### src/rtl/fifo_pkg.sv
// Shared helpers for multi-lane FIFOs: lane counting, the all-ones "no element"
// filler and a counter-width helper that stays legal for a depth of 1.
package fifo_pkg;

  localparam int MAX_LANES  = 4;
  localparam int MAX_ELEM_W = 1024;

  function automatic logic [MAX_ELEM_W-1:0] elem_none(input int width);
    logic [MAX_ELEM_W-1:0] v;
    v = '0;
    for (int b = 0; b < MAX_ELEM_W; b++) v[b] = (b < width);
    return v;
  endfunction

  function automatic int popcount(input logic [MAX_LANES-1:0] v, input int n);
    int c;
    c = 0;
    for (int i = 0; i < MAX_LANES; i++) if (i < n && v[i]) c++;
    return c;
  endfunction

  function automatic int lead_ones(input logic [MAX_LANES-1:0] v, input int n);
    int  c;
    bit  run;
    c   = 0;
    run = 1'b1;
    for (int i = 0; i < MAX_LANES; i++) begin
      if (run && i < n && v[i]) c++;
      else run = 1'b0;
    end
    return c;
  endfunction

  function automatic int clog2_safe(input int n);
    return (n <= 1) ? 1 : $clog2(n);
  endfunction

endpackage

### src/rtl/fifo_lane_compact.sv
// Ranks valid write lanes and accepts those whose rank fits in the registered
// free count, so accepted lanes always land contiguously from the tail.
module fifo_lane_compact
  import fifo_pkg::*;
#(
  parameter int W_PORTS   = 2,
  parameter int CNT_WIDTH = 5
) (
  input  logic [W_PORTS-1:0]       w_val,
  input  logic [CNT_WIDTH-1:0]     free,
  output logic [W_PORTS-1:0][1:0]  rank,
  output logic [W_PORTS-1:0]       w_rdy,
  output logic [W_PORTS-1:0]       accept,
  output logic [2:0]               nw
);

  always_comb begin
    int cnt;
    cnt    = 0;
    rank   = '0;
    w_rdy  = '0;
    accept = '0;
    for (int i = 0; i < W_PORTS; i++) begin
      rank[i]   = 2'(cnt);
      w_rdy[i]  = (cnt < int'(free));
      accept[i] = w_val[i] & w_rdy[i];
      cnt       = cnt + int'(w_val[i]);
    end
    nw = 3'(popcount(MAX_LANES'(accept), W_PORTS));
  end

endmodule

### src/rtl/fifo_mw_mr.sv
// Multi-write, multi-read first-word-fall-through FIFO with compacted write
// lanes, thermometer pops and an optional same-cycle empty bypass.
module fifo_mw_mr
  import fifo_pkg::*;
#(
  parameter int FIFO_WIDTH = 64,
  parameter int FIFO_DEPTH = 16,
  parameter int W_PORTS    = 2,
  parameter int R_PORTS    = 2,
  parameter int BYPASS     = 1,
  parameter int CNT_WIDTH  = clog2_safe(FIFO_DEPTH) + 1
) (
  input  logic                          clk,
  input  logic                          rst,
  input  logic [W_PORTS-1:0]            w_val,
  input  logic [W_PORTS*FIFO_WIDTH-1:0] w_data,
  output logic [W_PORTS-1:0]            w_rdy,
  input  logic [R_PORTS-1:0]            r_val,
  output logic [R_PORTS*FIFO_WIDTH-1:0] r_data,
  output logic [R_PORTS-1:0]            r_avail,
  output logic [CNT_WIDTH-1:0]          size,
  output logic [CNT_WIDTH-1:0]          free,
  output logic                          full,
  output logic                          empty
);

  localparam int AW = clog2_safe(FIFO_DEPTH);
  localparam logic [FIFO_WIDTH-1:0] NONE = FIFO_WIDTH'(elem_none(FIFO_WIDTH));

  logic [FIFO_WIDTH-1:0]     mem [FIFO_DEPTH];
  logic [AW-1:0]             head, tail;
  logic [CNT_WIDTH-1:0]      used, used_next;
  logic [W_PORTS-1:0][1:0]   rank;
  logic [W_PORTS-1:0]        accept;
  logic [2:0]                nw, nr;
  logic                      r_val_therm;

  fifo_lane_compact #(
    .W_PORTS   (W_PORTS),
    .CNT_WIDTH (CNT_WIDTH)
  ) u_compact (
    .w_val  (w_val),
    .free   (free),
    .rank   (rank),
    .w_rdy  (w_rdy),
    .accept (accept),
    .nw     (nw)
  );

  // Lanes past the stored entries are served from this cycle's accepted writes.
  always_comb begin
    r_data  = '0;
    r_avail = '0;
    for (int j = 0; j < R_PORTS; j++) begin
      r_data[j*FIFO_WIDTH +: FIFO_WIDTH] = NONE;
      if (j < int'(used)) begin
        r_avail[j] = 1'b1;
        r_data[j*FIFO_WIDTH +: FIFO_WIDTH] = mem[head + AW'(j)];
      end else if (BYPASS != 0 && j < int'(used) + int'(nw)) begin
        r_avail[j] = 1'b1;
        for (int i = 0; i < W_PORTS; i++) begin
          if (accept[i] && int'(rank[i]) == j - int'(used))
            r_data[j*FIFO_WIDTH +: FIFO_WIDTH] = w_data[i*FIFO_WIDTH +: FIFO_WIDTH];
        end
      end
    end
    nr = 3'(lead_ones(MAX_LANES'(r_val & r_avail), R_PORTS));
  end

  assign used_next   = used + CNT_WIDTH'(nw) - CNT_WIDTH'(nr);
  assign size        = used;
  assign r_val_therm = ((r_val & (r_val + R_PORTS'(1))) == '0);

  always_ff @(posedge clk) begin
    for (int i = 0; i < W_PORTS; i++) begin
      if (accept[i]) mem[tail + AW'(rank[i])] <= w_data[i*FIFO_WIDTH +: FIFO_WIDTH];
    end
  end

  always_ff @(posedge clk) begin
    if (rst) begin
      head  <= '0;
      tail  <= '0;
      used  <= '0;
      free  <= CNT_WIDTH'(FIFO_DEPTH);
      full  <= 1'b0;
      empty <= 1'b1;
    end else begin
      head  <= head + AW'(nr);
      tail  <= tail + AW'(nw);
      used  <= used_next;
      free  <= CNT_WIDTH'(FIFO_DEPTH) - used_next;
      full  <= (used_next == CNT_WIDTH'(FIFO_DEPTH));
      empty <= (used_next == '0);
    end
  end

  // A gapped r_val only pops its leading run; flag it without stopping simulation.
  always_ff @(posedge clk) begin
    assert (rst || r_val_therm)
      else $warning("r_val not thermometer-coded: %b", r_val);
  end

endmodule

### config.mk
export PLATFORM = sky130hd
export DESIGN_NAME = fifo_mw_mr
export DESIGN_NICKNAME = d
export VERILOG_FILES = /design/src/rtl/fifo_pkg.sv /design/src/rtl/fifo_lane_compact.sv /design/src/rtl/fifo_mw_mr.sv
export SDC_FILE = /design/constraint.sdc
export NUM_CORES = 2
export LEC_CHECK = 0
export BUFFER_PORTS_ARGS = -buffer_cell sky130_fd_sc_hd__buf_2
export CAP_MARGIN = 0
export CELL_PAD_IN_SITES_DETAIL_PLACEMENT = 1
export CELL_PAD_IN_SITES_GLOBAL_PLACEMENT = 1
export CORE_AREA = 4 4 399 401
export DETAILED_ROUTE_END_ITERATION = 8
export DIE_AREA = 0 0 403 405
export PLACE_DENSITY = 0.71
export SLEW_MARGIN = 20
export SYNTH_ARGS = -nofsm -noshare
export SYNTH_HDL_FRONTEND = slang
export SYNTH_SLANG_ARGS = --single-unit
export TNS_END_PERCENT = 1
### constraint.sdc
create_clock -name clk -period 8 [get_ports clk]
set_input_delay 1.2 -clock clk [delete_from_list [all_inputs] [get_ports clk]]
set_output_delay 1.2 -clock clk [all_outputs]
set_load 0.05 [all_outputs]
### Yosys cells after proc, flatten, opt, wreduce, memory -nomap -nowiden

Memories as Yosys holds them, arrays and structs flattened. A register that Yosys moved wholly into a read port is not among the register bits.
Cells that the tools add are included.
W data, S select, Z words.

* register bits: 20
* bits in latches: 0
* memory bits (writable): 1024
* ROM bits: 0
* input bits: 134
* output and inout bits: 144
* logic and storage cells: 61
* memories: 1

* $add $sub $neg: 12
* multiply operators: 0
* divide/modulo/power cells: 0
* order comparisons: 6
* eq/ne operators: 3
* shift operators: 0
* multiplexer cells: 22
* bitwise operators: 3
* reduce and logical (&&, ||, !) cells: 8

Memory list
* mem: depth 16, width 64, rd ports 2, clocked after memory_dff 1, write ports 2, line fifo_mw_mr.sv:30 `logic [FIFO_WIDTH-1:0] mem [FIFO_DEPTH];`

Operators by type and width (count)
* $mux W64: 8
* $logic_not A32 Y1: 2
* $lt A1 B32 Y1 const A: 1
* $lt A1 B5 Y1 const A: 3
* $eq A2 B6 Y1: 2
* $sub A1 B5 Y6 const A: 2
* $mux W1: 11
* $add A4 B3 Y4: 2
* $add A5 B3 Y6: 1
* $lt A1 B6 Y1 const A: 1
* $mux W3: 2
* $add A5 B3 Y5: 1
* $eq A5 B5 Y1 const B: 1
* $logic_and A1 B1 Y1: 5
* $logic_not A5 Y1: 1
* $lt A1 B5 Y1: 1
* $sub A5 B3 Y5: 1
* $sub A5 B5 Y5 const A: 1
* $add A1 B1 Y2 const B: 2
* $add A4 B1 Y4: 1
* $add A4 B1 Y4 const B: 1
* $mux W4: 1
* $and A1 B1 Y1: 2
* $and A2 B2 Y2: 1

### Longest topological paths before layout

* word-level depth: 15
* mapped depth: 24
* gate-level depth less buffers: 24

### By module

From an unflattened synthesis, not the netlist that was laid out.

* cells, all modules: 4456
* area total of the unflattened synthesis: 61594.1 µm²

Modules (own cells, without submodules)
* fifo_mw_mr: times used 1, cells an instance 4442, area each 61486.5 µm², seq. area each 31129.9 µm²
* fifo_lane_compact: times used 1, cells an instance 14, area each 107.6 µm², seq. area each 0.0 µm²

### Worst setup path after synthesis

No wires, ideal clock.

* path kind: register to register
* start point: reg free[0]
* end point: mem mem[4][0] (enable)
* setup time: 0.574 ns
* arrival time: 6.573 ns
* required time: 7.426 ns
* path slack: 0.853 ns
* cell stages (with the launch flop): 7
* path buffers: 1
* clock period less this slack: 7.147 ns
* cell sequence: dfxtp_1 > inv_1 > nand2_1 > nand2_1 > clkbuf_1 > or3_1 > o21ai_0

RTL lines
* start: declaration: line fifo_mw_mr.sv:22 `output logic [CNT_WIDTH-1:0] free,`
* start signal: assignment: line fifo_mw_mr.sv:85 `free <= CNT_WIDTH'(FIFO_DEPTH);`
* start signal: assignment: line fifo_mw_mr.sv:92 `free <= CNT_WIDTH'(FIFO_DEPTH) - used_next;`
* end: declaration: line fifo_mw_mr.sv:30

### Worst setup path after layout

* start point: reg free[4]
* end point: out r_data[45]

* word-level cells in the longest chain between the ends: 9
* elaborated cells on any way between the ends: 15
* those cells by class: add/sub (2); order compare (3); mux (6); bitwise (2); reduce/logical (2)

Ends and longest elaborated chain
* $lt A1 B5 Y1: line fifo_lane_compact.sv:25 `w_rdy[i] = (cnt < int'(free));`
* $and A1 B1 Y1: line fifo_lane_compact.sv:26 `accept[i] = w_val[i] & w_rdy[i];`
* $mux W1: line fifo_pkg.sv:18 `for (int i = 0; i < MAX_LANES; i++) if (i < n && v[i]) c++;`
* $add A1 B1 Y2: line fifo_pkg.sv:18
* $mux W3: line fifo_pkg.sv:18
* $add A5 B3 Y6: line fifo_mw_mr.sv:59 `end else if (BYPASS != 0 && j < int'(used) + int'(nw)) begin`
* $lt A1 B32 Y1: line fifo_mw_mr.sv:59
* $mux W64 (*): line fifo_mw_mr.sv:59
* $mux W64 (*): line fifo_mw_mr.sv:56 `if (j < int'(used)) begin`
* end: declaration: line fifo_mw_mr.sv:19 `output logic [R_PORTS*FIFO_WIDTH-1:0] r_data,`

Every way passes the cells marked *; elsewhere a longest branch is shown, timed or not.

==> out/metrics.cfg <==
[run_status]
status=finished, final reports clean

[worst_setup_path]
setup.worst_path.end_class=primary output
path_common_cell=ha_1
crit_family=compound AO/OA/AOI/OAI gates
worst-path-buf-inv=2
critPathMaxStageDelay_ns=0.79
worstPathMaxFanout=64
critPathKind=reg2out
r2r_slack_ns=2.27
crit_chain=nor4_1, nand2_1, nand2_4, inv_1, ha_1, ha_1, ha_1, a21oi_1, a21oi_1, mux2i_1, a211o_4, a31oi_1, buf_2
start_kind=register
cpMaxStageDelayCell=a211o_4
worstPathArrival_ns=5.23
required_ns=6.80

[clock_tree]
post-cts-setup-buffer-count=0
cts_root_buffer=clkbuf_16
clock_latency_ns=0.75
cts_tree=yes
htreeDepth=3
cts.sinks=1043
cts-buffers-inserted=117
clock_path_buffers=3
cts.repair.resized=0
hold_buffers=0
path_clk_slew_ns=0.06

[timing]
slew_violations=0
rsz0062_at_grt=no
fmax_mhz=155
post-route-period-util=0.804
hold_viol=0
slew_headroom=0.224
clock-skew-final_ns=0.0336
fin_crit_ns=6.43
worst_pin_slew_ns=1.16
setup_tns_ns=0
hold_slack_ns=0.676
setup_viol_count_final=0

[synth]
synth_seq_cells=1043
synth.distinct_cells=61
yosys-mux-area-fraction=0.396
synthArstFlopShare=0
yosys_warnings=0
synthXorXnorAreaFrac=0.00218
synth_top_family_by_area=multiplexers
synth_compound_area_frac=0.0466
netlist_instances=3883
synth_nets=4047
netlist_area_um2=63600
synth-adder-area-share=0.00626
ys.flop_type=edfxtp_1
yosysSeqAreaShare=0.490
synth_enable_flop_cells=1024
synthSimpleGateAreaFrac=0.0191
synth.avg_cell_area_um2=16.4

[job]
max_cap_violations=0

[placement]
dp.final_hpwl_um=125000
placed_cells=5797
place_congestion=0.771
placement.io_buffers=277
placed_area_um2=66400

[final_layout]
seq_area_um2=31100
drive_gt1_frac=0.437
synthToLayoutAreaGrowth_pct=10.2
multi_input_area_um2=30300
final_area_um2=70000
final_nets=4022
n_fill_cell=15000
instances_no_fill=6010
final_util=0.450

[floorplan]
die_x_um=403
fp.dieArea_um2=163000
row_count=145
initial_core_util=0.408
fp.coreArea_um2=156000
ios=278
fp.dieH_um=405

[drt]
via_count=40600
first_pass_iters=5
drc_errors=0
routed_wl_um=224000
vias_per_cell=6.76
wl_per_cell_um=37.2
antenna_left=0
drt_iter0_drc=4901

[hold_path]
hold_class=reg2reg

[power]
cellLeakagePower_uw=0.0216
peakVddDrop_uv=411
p_per_area_nw_per_um2=347

[global_routing]
grt_use_total=0.271
grt_pass1_wl_um=319000
grt_pass1_vias=42500
antenna_found_initial=11
grt_max_degree=128
grt-ovfl-total=0

## layout make-up
class	count	area share
clock inverters	63	0.00727
repair buffers	376	0.0331
inverters	23	0.00123
diodes	4	0.000143
clock buffers	146	0.0440
multi-input cells	2297	0.433
flip-flops and latches	1043	0.445
well taps	2058	0.0368
## synth_stat cells, types with 65 or more instances
master    instances  share of area
edfxtp_1       1024           0.48
nand2_1          75         0.0044
or2_2            66         0.0065
mux2_2          490          0.087
a31oi_1          65         0.0064
buf_2           168          0.013
buf_1           126         0.0074
mux2i_1          65          0.010
clkbuf_1        164         0.0097
mux2_1          537          0.095
mux4_2          576           0.20
## routing by layer
metal	track usage	part of all wire	vias up
li1	-	-	16100
met1	0.364	0.39	22000
met2	0.449	0.49	2136
met3	0.0468	0.085	414
met4	0.0906	0.036	6
met5	0	0.00021	-
## worst register-to-register path, stage by stage (launching register included)
cell      delay [ns]
dfxtp_1         0.33
nor4_1          0.74
nand2_1         0.24
nand2_4         0.13
inv_1           0.13
ha_1            0.36
ha_1            0.23
ha_1            0.20
a21oi_1         0.05
a21oi_1         0.20
mux2i_1         0.50
a21oi_1         0.16
a221oi_1        0.39
ha_1            0.29
inv_1           0.05
ha_1            0.15
inv_1           0.06
fa_1            0.45
inv_1           0.07
a21oi_1         0.05
o21bai_1        0.15
xor2_1          0.26
inv_1           0.08
ha_1            0.19
nor2b_1         0.12
## flip-flops by register name, summed over array words and instances (netlist names)
register and flops:
mem 1024, free 5, head 4, size 4
tail 4, empty 1, full 1
## cells in the final DEF, fill, tap and decap left out, types with 64 or more instances in the layout
master     netlist  layout
o22a_1          64      64
mux2_2         490     490
mux2_1         537     537
mux4_2         576     576
buf_4           49      84
o31ai_1         64      64
edfxtp_1      1024    1024
o32a_1          64      64
buf_2          168     277
a31oi_1         65      65
clkbuf_16        0     119
or2_2           66      66
mux2i_1         65      65
o221ai_1        64      64
nand2_1         75      73
## path summary, 6_finish.rpt
| check | from | end | depth (start not counted) |
|---|---|---|---|
| worst max-delay path | free[4] | r_data[45] | 13 |
| worst min-delay path | tail[3] | tail[3] | 2 |
| worst max register to register | free[4] | full | 24 |
| worst min register to register | tail[3] | tail[3] | 2 |
## cells by family (layout without fill, tap and decap cells)
group	after synthesis	after routing
multiplexers	1669	1669
flip-flops	1043	1043
buffers and inverters	543	608
AO/OA/AOI/OAI	366	366
AND/OR/NAND/NOR	217	217
adder cells (fa/ha/maj)	30	30
XOR/XNOR	15	15
other	0	4
## report_power, final
| part | switching [µW] | internal [µW] |
|---|---|---|
| Combinational | 7640 | 4160 |
| Clock | 2280 | 2930 |
| Sequential | 398 | 6900 |
| Total | 10300 | 14000 |
## metrics by stage
stage,total power [µW],setup slack [ns]
floorplan,15600,0.853
global placement,19000,1.79
detailed placement,19200,1.66
CTS,24400,1.52
global route,25200,1.21
finish,24300,1.57
Note: power is estimated with default switching activity, not from simulation.
